===== config.mk =====
export PLATFORM = sky130hd
export DESIGN_NAME = hazard_ctl
export DESIGN_NICKNAME = d
export VERILOG_FILES = /design/src/rtl/hazard_ctl_pkg.sv /design/src/rtl/hazard_ctl_sat_counter.sv /design/src/rtl/hazard_ctl.sv
export SDC_FILE = /design/constraint.sdc
export NUM_CORES = 1
export LEC_CHECK = 0
export CORE_ASPECT_RATIO = 0.7
export CORE_UTILIZATION = 44
export CTS_CLUSTER_DIAMETER = 60
export DETAILED_ROUTE_END_ITERATION = 6
export GPL_ROUTABILITY_DRIVEN = 0
export PLACE_DENSITY = 0.76
export SLEW_MARGIN = 20
export SYNTH_ARGS = -nofsm -noshare
export SYNTH_HDL_FRONTEND = slang
export SYNTH_SLANG_ARGS = --single-unit

===== constraint.sdc =====
create_clock -name clk -period 2.4 [get_ports clk]
set_input_delay 0.48 -clock clk [delete_from_list [all_inputs] [get_ports clk]]
set_output_delay 0.48 -clock clk [all_outputs]
set_load 0.005 [all_outputs]

===== src/rtl/hazard_ctl_pkg.sv =====
// Shared types and constants for the LEGv8 pipeline hazard sequencer.
// Control outputs are bundled as one packed struct so each priority level is a single constant.
package hazard_ctl_pkg;
  localparam int REGADDRSIZE = 5;
  localparam logic [REGADDRSIZE-1:0] XZR_ADDR = 5'd31;

  typedef enum logic {
    HZ_STATE_RUN     = 1'b0,
    HZ_STATE_MEMWAIT = 1'b1
  } hz_state_e;

  typedef struct packed {
    logic pcwrite;
    logic ifidwrite;
    logic ifid_nop;
    logic idex_nop;
    logic exmem_nop;
    logic pipehold;
  } hz_ctl_t;

  localparam hz_ctl_t CTL_RUN   = '{1'b1, 1'b1, 1'b0, 1'b0, 1'b0, 1'b0};
  localparam hz_ctl_t CTL_HOLD  = '{1'b0, 1'b0, 1'b0, 1'b0, 1'b0, 1'b1};
  localparam hz_ctl_t CTL_FLUSH = '{1'b1, 1'b1, 1'b1, 1'b1, 1'b1, 1'b0};
  localparam hz_ctl_t CTL_STALL = '{1'b0, 1'b0, 1'b0, 1'b1, 1'b0, 1'b0};

  // XZR always reads zero, so a load targeting it can never feed a consumer.
  function automatic logic reg_hazard(input logic [REGADDRSIZE-1:0] rd,
                                      input logic [REGADDRSIZE-1:0] rn,
                                      input logic [REGADDRSIZE-1:0] rm,
                                      input logic                   usesrm);
    return (rd != XZR_ADDR) && ((rd == rn) || (usesrm && (rd == rm)));
  endfunction
endpackage


===== src/rtl/hazard_ctl_sat_counter.sv =====
// Saturating up-counter with synchronous active-high clear; holds at all-ones.
module sat_counter #(
  parameter int WIDTH = 32
) (
  input  logic             clk,
  input  logic             rst,
  input  logic             inc,
  output logic [WIDTH-1:0] q
);
  always_ff @(posedge clk) begin
    if (rst)                   q <= '0;
    else if (inc && (q != '1)) q <= q + 1'b1;
  end
endmodule


===== src/rtl/hazard_ctl.sv =====
// Pipeline sequencer: stalls, flushes and memory-wait holds for the 5-stage LEGv8 core,
// with saturating stall/flush performance counters and a sticky memory-timeout flag.
module hazard_ctl
  import hazard_ctl_pkg::*;
#(
  parameter int MEMTIMEOUT = 64,
  parameter int CNTWIDTH   = 32
) (
  input  logic                   clk,
  input  logic                   rst,
  input  logic [REGADDRSIZE-1:0] ifid_rn,
  input  logic [REGADDRSIZE-1:0] ifid_rm,
  input  logic                   ifid_usesrm,
  input  logic                   ifid_bcond,
  input  logic                   idex_memread,
  input  logic                   idex_setflags,
  input  logic [REGADDRSIZE-1:0] idex_rd,
  input  logic                   exmem_taken,
  input  logic                   dmem_req,
  input  logic                   dmem_ready,
  output logic                   pcwrite,
  output logic                   ifidwrite,
  output logic                   ifid_nop,
  output logic                   idex_nop,
  output logic                   exmem_nop,
  output logic                   pipehold,
  output logic                   memfault,
  output logic [CNTWIDTH-1:0]    stallcnt,
  output logic [CNTWIDTH-1:0]    flushcnt
);
  localparam int WW = (MEMTIMEOUT > 2) ? $clog2(MEMTIMEOUT) : 1;
  localparam logic [WW-1:0] WLAST = WW'((MEMTIMEOUT > 0) ? MEMTIMEOUT - 1 : 0);

  hz_state_e     state, nxt;
  logic [WW-1:0] wcnt;
  hz_ctl_t       ctl;
  logic          loaduse, flaguse, flush, fault_set;

  assign loaduse = idex_memread && reg_hazard(idex_rd, ifid_rn, ifid_rm, ifid_usesrm);
  assign flaguse = idex_setflags && ifid_bcond;

  always_comb begin
    ctl       = CTL_RUN;
    nxt       = state;
    flush     = 1'b0;
    fault_set = 1'b0;
    if (state == HZ_STATE_MEMWAIT) begin
      ctl = CTL_HOLD;
      if (dmem_ready) begin
        nxt = HZ_STATE_RUN;
      end else if ((MEMTIMEOUT != 0) && (wcnt == WLAST)) begin
        nxt       = HZ_STATE_RUN;
        fault_set = 1'b1;
      end
    end else if (dmem_req && !dmem_ready) begin
      ctl = CTL_HOLD;
      nxt = HZ_STATE_MEMWAIT;
    end else if (exmem_taken) begin
      // The hazarding instruction in ID is squashed, so its stall is moot.
      ctl   = CTL_FLUSH;
      flush = 1'b1;
    end else if (loaduse || flaguse) begin
      ctl = CTL_STALL;
    end
    if (rst) begin
      ctl   = CTL_RUN;
      flush = 1'b0;
    end
  end

  always_ff @(posedge clk) begin
    if (rst) begin
      state    <= HZ_STATE_RUN;
      wcnt     <= '0;
      memfault <= 1'b0;
    end else begin
      state    <= nxt;
      memfault <= memfault || fault_set;
      wcnt     <= ((state == HZ_STATE_MEMWAIT) && (nxt == HZ_STATE_MEMWAIT)) ? wcnt + WW'(1) : '0;
    end
  end

  assign pcwrite   = ctl.pcwrite;
  assign ifidwrite = ctl.ifidwrite;
  assign ifid_nop  = ctl.ifid_nop;
  assign idex_nop  = ctl.idex_nop;
  assign exmem_nop = ctl.exmem_nop;
  assign pipehold  = ctl.pipehold;

  sat_counter #(.WIDTH(CNTWIDTH)) u_stallcnt (
    .clk(clk), .rst(rst), .inc(!ctl.pcwrite), .q(stallcnt)
  );

  sat_counter #(.WIDTH(CNTWIDTH)) u_flushcnt (
    .clk(clk), .rst(rst), .inc(flush), .q(flushcnt)
  );
endmodule


==> results.toml, run 1 <==
[status]
outcome = "completed"

[final_layout]
final_util = 0.6846
final_cell_mix = "clkdlybuf4s50_1 (80), nor2_1 (72), dfxtp_1 (71)"
final_common_cell = "clkdlybuf4s50_1"
fin_cells = 692
syn2layout_area_growth_pct = 49.71
layout-drive-gt1-share = 0.1895
diodes = 0
fin_nets = 613
register_area_sq_um = 1443
multi_input_area_sq_um = 2162
n_fill_cell = 674

[global_routing]
grt_usage = 0.2323
overflow = 0
grt_pass1_wl_um = 15740
grt_pass1_vias = 3421
antenna_found_initial = 0
grt_max_degree = 38

[timing]
setup_viol = 0
worst_slew_pin_slew_ns = 0.4457
period_needed_ns = 2.347
worst_hold_slack_ns = 0.4489
max_slew_margin = 0.7021
fmax_mhz = 426.1
timing.final.crit_share = 0.9777
hold_violations = 0
drv_slew = 0
setup_tns_ns = 0
skew_ns = 0.005411

[min_path]
hold_depth = 1
hold_path_class = "register to register"

[setup_path]
cp-start-kind = "primary input"
critical_path_arrival_ns = 2.61
cp_top_family = "simple AND/OR/NAND/NOR gates"
criticalPathCategory = "primary input to register"
critPathMaxStageDelay_ns = 0.51
crit_fanout = 5
crit_path_end_kind = "register"
reg2reg_depth = 9
slowest_stage = "or4b_4"
critPathBufInv = 3
cp_num_cells = 8
worstPathRequired_ns = 2.66
path_cells = "clkdlybuf4s50_1 -> or4b_4 -> clkinv_4 -> nand3_2 -> or3_4 -> buf_6 -> or3_1 -> a21oi_2"

[route]
routed_wirelength_um = 9803
drt_first_pass_iters = 5
drc_errors = 0
vias = 3763
vias_per_cell = 5.438
first_iter_violations = 190
drt-wirelength-per-cell_um = 14.17
ant_nets = 0

[power_and_ir_drop]
p_per_area_nw_per_um2 = 506.2
ir_drop_v = 0.0004381
p_leak_nw = 1.825

[clock_tree]
cts-htree-levels = 3
cts.sinks = 72
cts_tree = "yes"
cts_made_buffers = 9
clockBufferDepth = 2
path_clk_slew_ns = 0.06
clk_latency_ns = 0.33
holdBufCountCts = 0
clock-root-buffer = "clkbuf_16"

[placement]
post-dp-hpwl_um = 6953
port_buffers = 94
dpl.cell_count = 673

[logic_synthesis]
synth_flop_cell = "dfxtp_1"
ys_ff_latch = 72
syn_avg_cell_area_sq_um = 8.178
synth_edf_count = 0
synthesis.nets = 469
syn_inst = 442
syn_area_sq_um = 3615
synthArstFlopShare = 0
seq_area_frac_synth = 0.3988
yosysWarnings = 0
ys_types = 45

[floorplan]
fp-row-count = 27
dieArea_sq_um = 8588
ios = 95
die_w_um = 110.3
coreArea_sq_um = 7905
initial_core_util = 0.4573
die_y_um = 77.84

[job]
cap_violations = 0
[layer usage]
layer,vias up,track usage,part of all wire
met4,0,0.06579,0.014
met5,-,0,0
met3,14,0.04958,0.048
met1,1809,0.2982,0.46
li1,1835,-,-
met2,105,0.3888,0.48
[final timing paths]
path | from | to | slack [ns]
worst min register to register | wcnt[0]$_SDFF_PP0_ | wcnt[0]$_SDFF_PP0_ | 0.45
worst max register to register | u_flushcnt.q[17]$_SDFFE_PP0P_ | u_flushcnt.q[0]$_SDFFE_PP0P_ | 0.12
worst max-delay path | exmem_taken | u_flushcnt.q[11]$_SDFFE_PP0P_ | 0.05
worst min-delay path | wcnt[0]$_SDFF_PP0_ | wcnt[0]$_SDFF_PP0_ | 0.45
[report_power, final]
group	switching (mW)	leakage, nW	internal [mW]	total (mW)
sequential	0.00624	0.581	1.20	1.21
combinational	0.0923	1.10	0.106	0.198
clock	0.529	0.141	0.804	1.33
total	0.628	1.83	2.11	2.74
[cells by family after synthesis]
| family | synth area share |
|---|---|
| AOI/OAI and AO/OA | 0.08481 |
| xor gates and xnor gates | 0.1211 |
| adders and majority gates | 0.01039 |
| buffers and inverters | 0.03565 |
| DFF | 0.3988 |
| muxes | 0.02665 |
| and+or+nand+nor | 0.3226 |
[Yosys cell counts (2+ instances only)]
cell type | instances | area share
mux2_2 | 5 | 0.016
nor3b_1 | 3 | 0.0062
nand3_1 | 26 | 0.036
nand4_1 | 14 | 0.024
o21ai_0 | 11 | 0.015
nand3b_1 | 2 | 0.0042
and4_1 | 3 | 0.0073
and2_1 | 3 | 0.0052
ha_1 | 3 | 0.010
xor2_1 | 6 | 0.015
nor3_1 | 14 | 0.019
and3_1 | 6 | 0.010
or4_1 | 5 | 0.010
nor4_1 | 12 | 0.021
buf_4 | 4 | 0.0083
inv_1 | 11 | 0.011
clkbuf_1 | 9 | 0.0093
o21a_1 | 3 | 0.0062
or2_2 | 2 | 0.0035
dfxtp_1 | 72 | 0.40
buf_2 | 3 | 0.0042
nand2_1 | 33 | 0.034
mux2i_1 | 4 | 0.011
o31ai_1 | 10 | 0.021
nor2_1 | 74 | 0.077
nor4b_1 | 7 | 0.017
or3_1 | 11 | 0.019
a21oi_1 | 20 | 0.028
nor2b_1 | 7 | 0.012
xnor2_1 | 44 | 0.11
[through the flow]
| stage | instance area, sq um | setup slack [ns] | total power [mW] |
|---|---|---|---|
| 4_1_cts | 5386 | 0.003536 | 2.753 |
| 3_5_place_dp | 4992 | -0.4639 | 1.430 |
| 2_1_floorplan | 3615 | 0.02691 | 1.320 |
| 6_report | 5411 | 0.05340 | 2.739 |
| 3_3_place_gp | 4992 | -0.3886 | 1.423 |
| 5_1_grt | 5411 | -0.02362 | 2.833 |
[layout make-up]
class	count	area share
multi-input cells	341	0.3995
flip-flops and latches	72	0.2666
repair buffers	150	0.2462
clock buffers	9	0.04162
well taps	101	0.02335
clock inverters	7	0.01341
inverters	12	0.009249
[state kept, by name, summed over array words and instances (netlist names)]
signal        flops
u_flushcnt.q     32
u_stallcnt.q     32
wcnt              6
memfault          1
state             1
[timing repair]
item / CTS / global route
pin swaps: 14 / 4
setup buffers: 3 / 0
setup endpoints to repair: 20 / 25
resized for setup: 43 / 13
Power figures use the tool's default switching activity.
==> run 2: changes to the inputs <==
--- a/config.mk
+++ b/config.mk
@@ -11,7 +11,7 @@
 export DETAILED_ROUTE_END_ITERATION = 6
 export GPL_ROUTABILITY_DRIVEN = 0
 export PLACE_DENSITY = 0.76
-export SLEW_MARGIN = 20
+export SLEW_MARGIN = 10
 export SYNTH_ARGS = -nofsm -noshare
 export SYNTH_HDL_FRONTEND = slang
 export SYNTH_SLANG_ARGS = --single-unit
==> results of run 2 <==
Same layout as run 1: the final DEF is identical, and so are final timing and power.
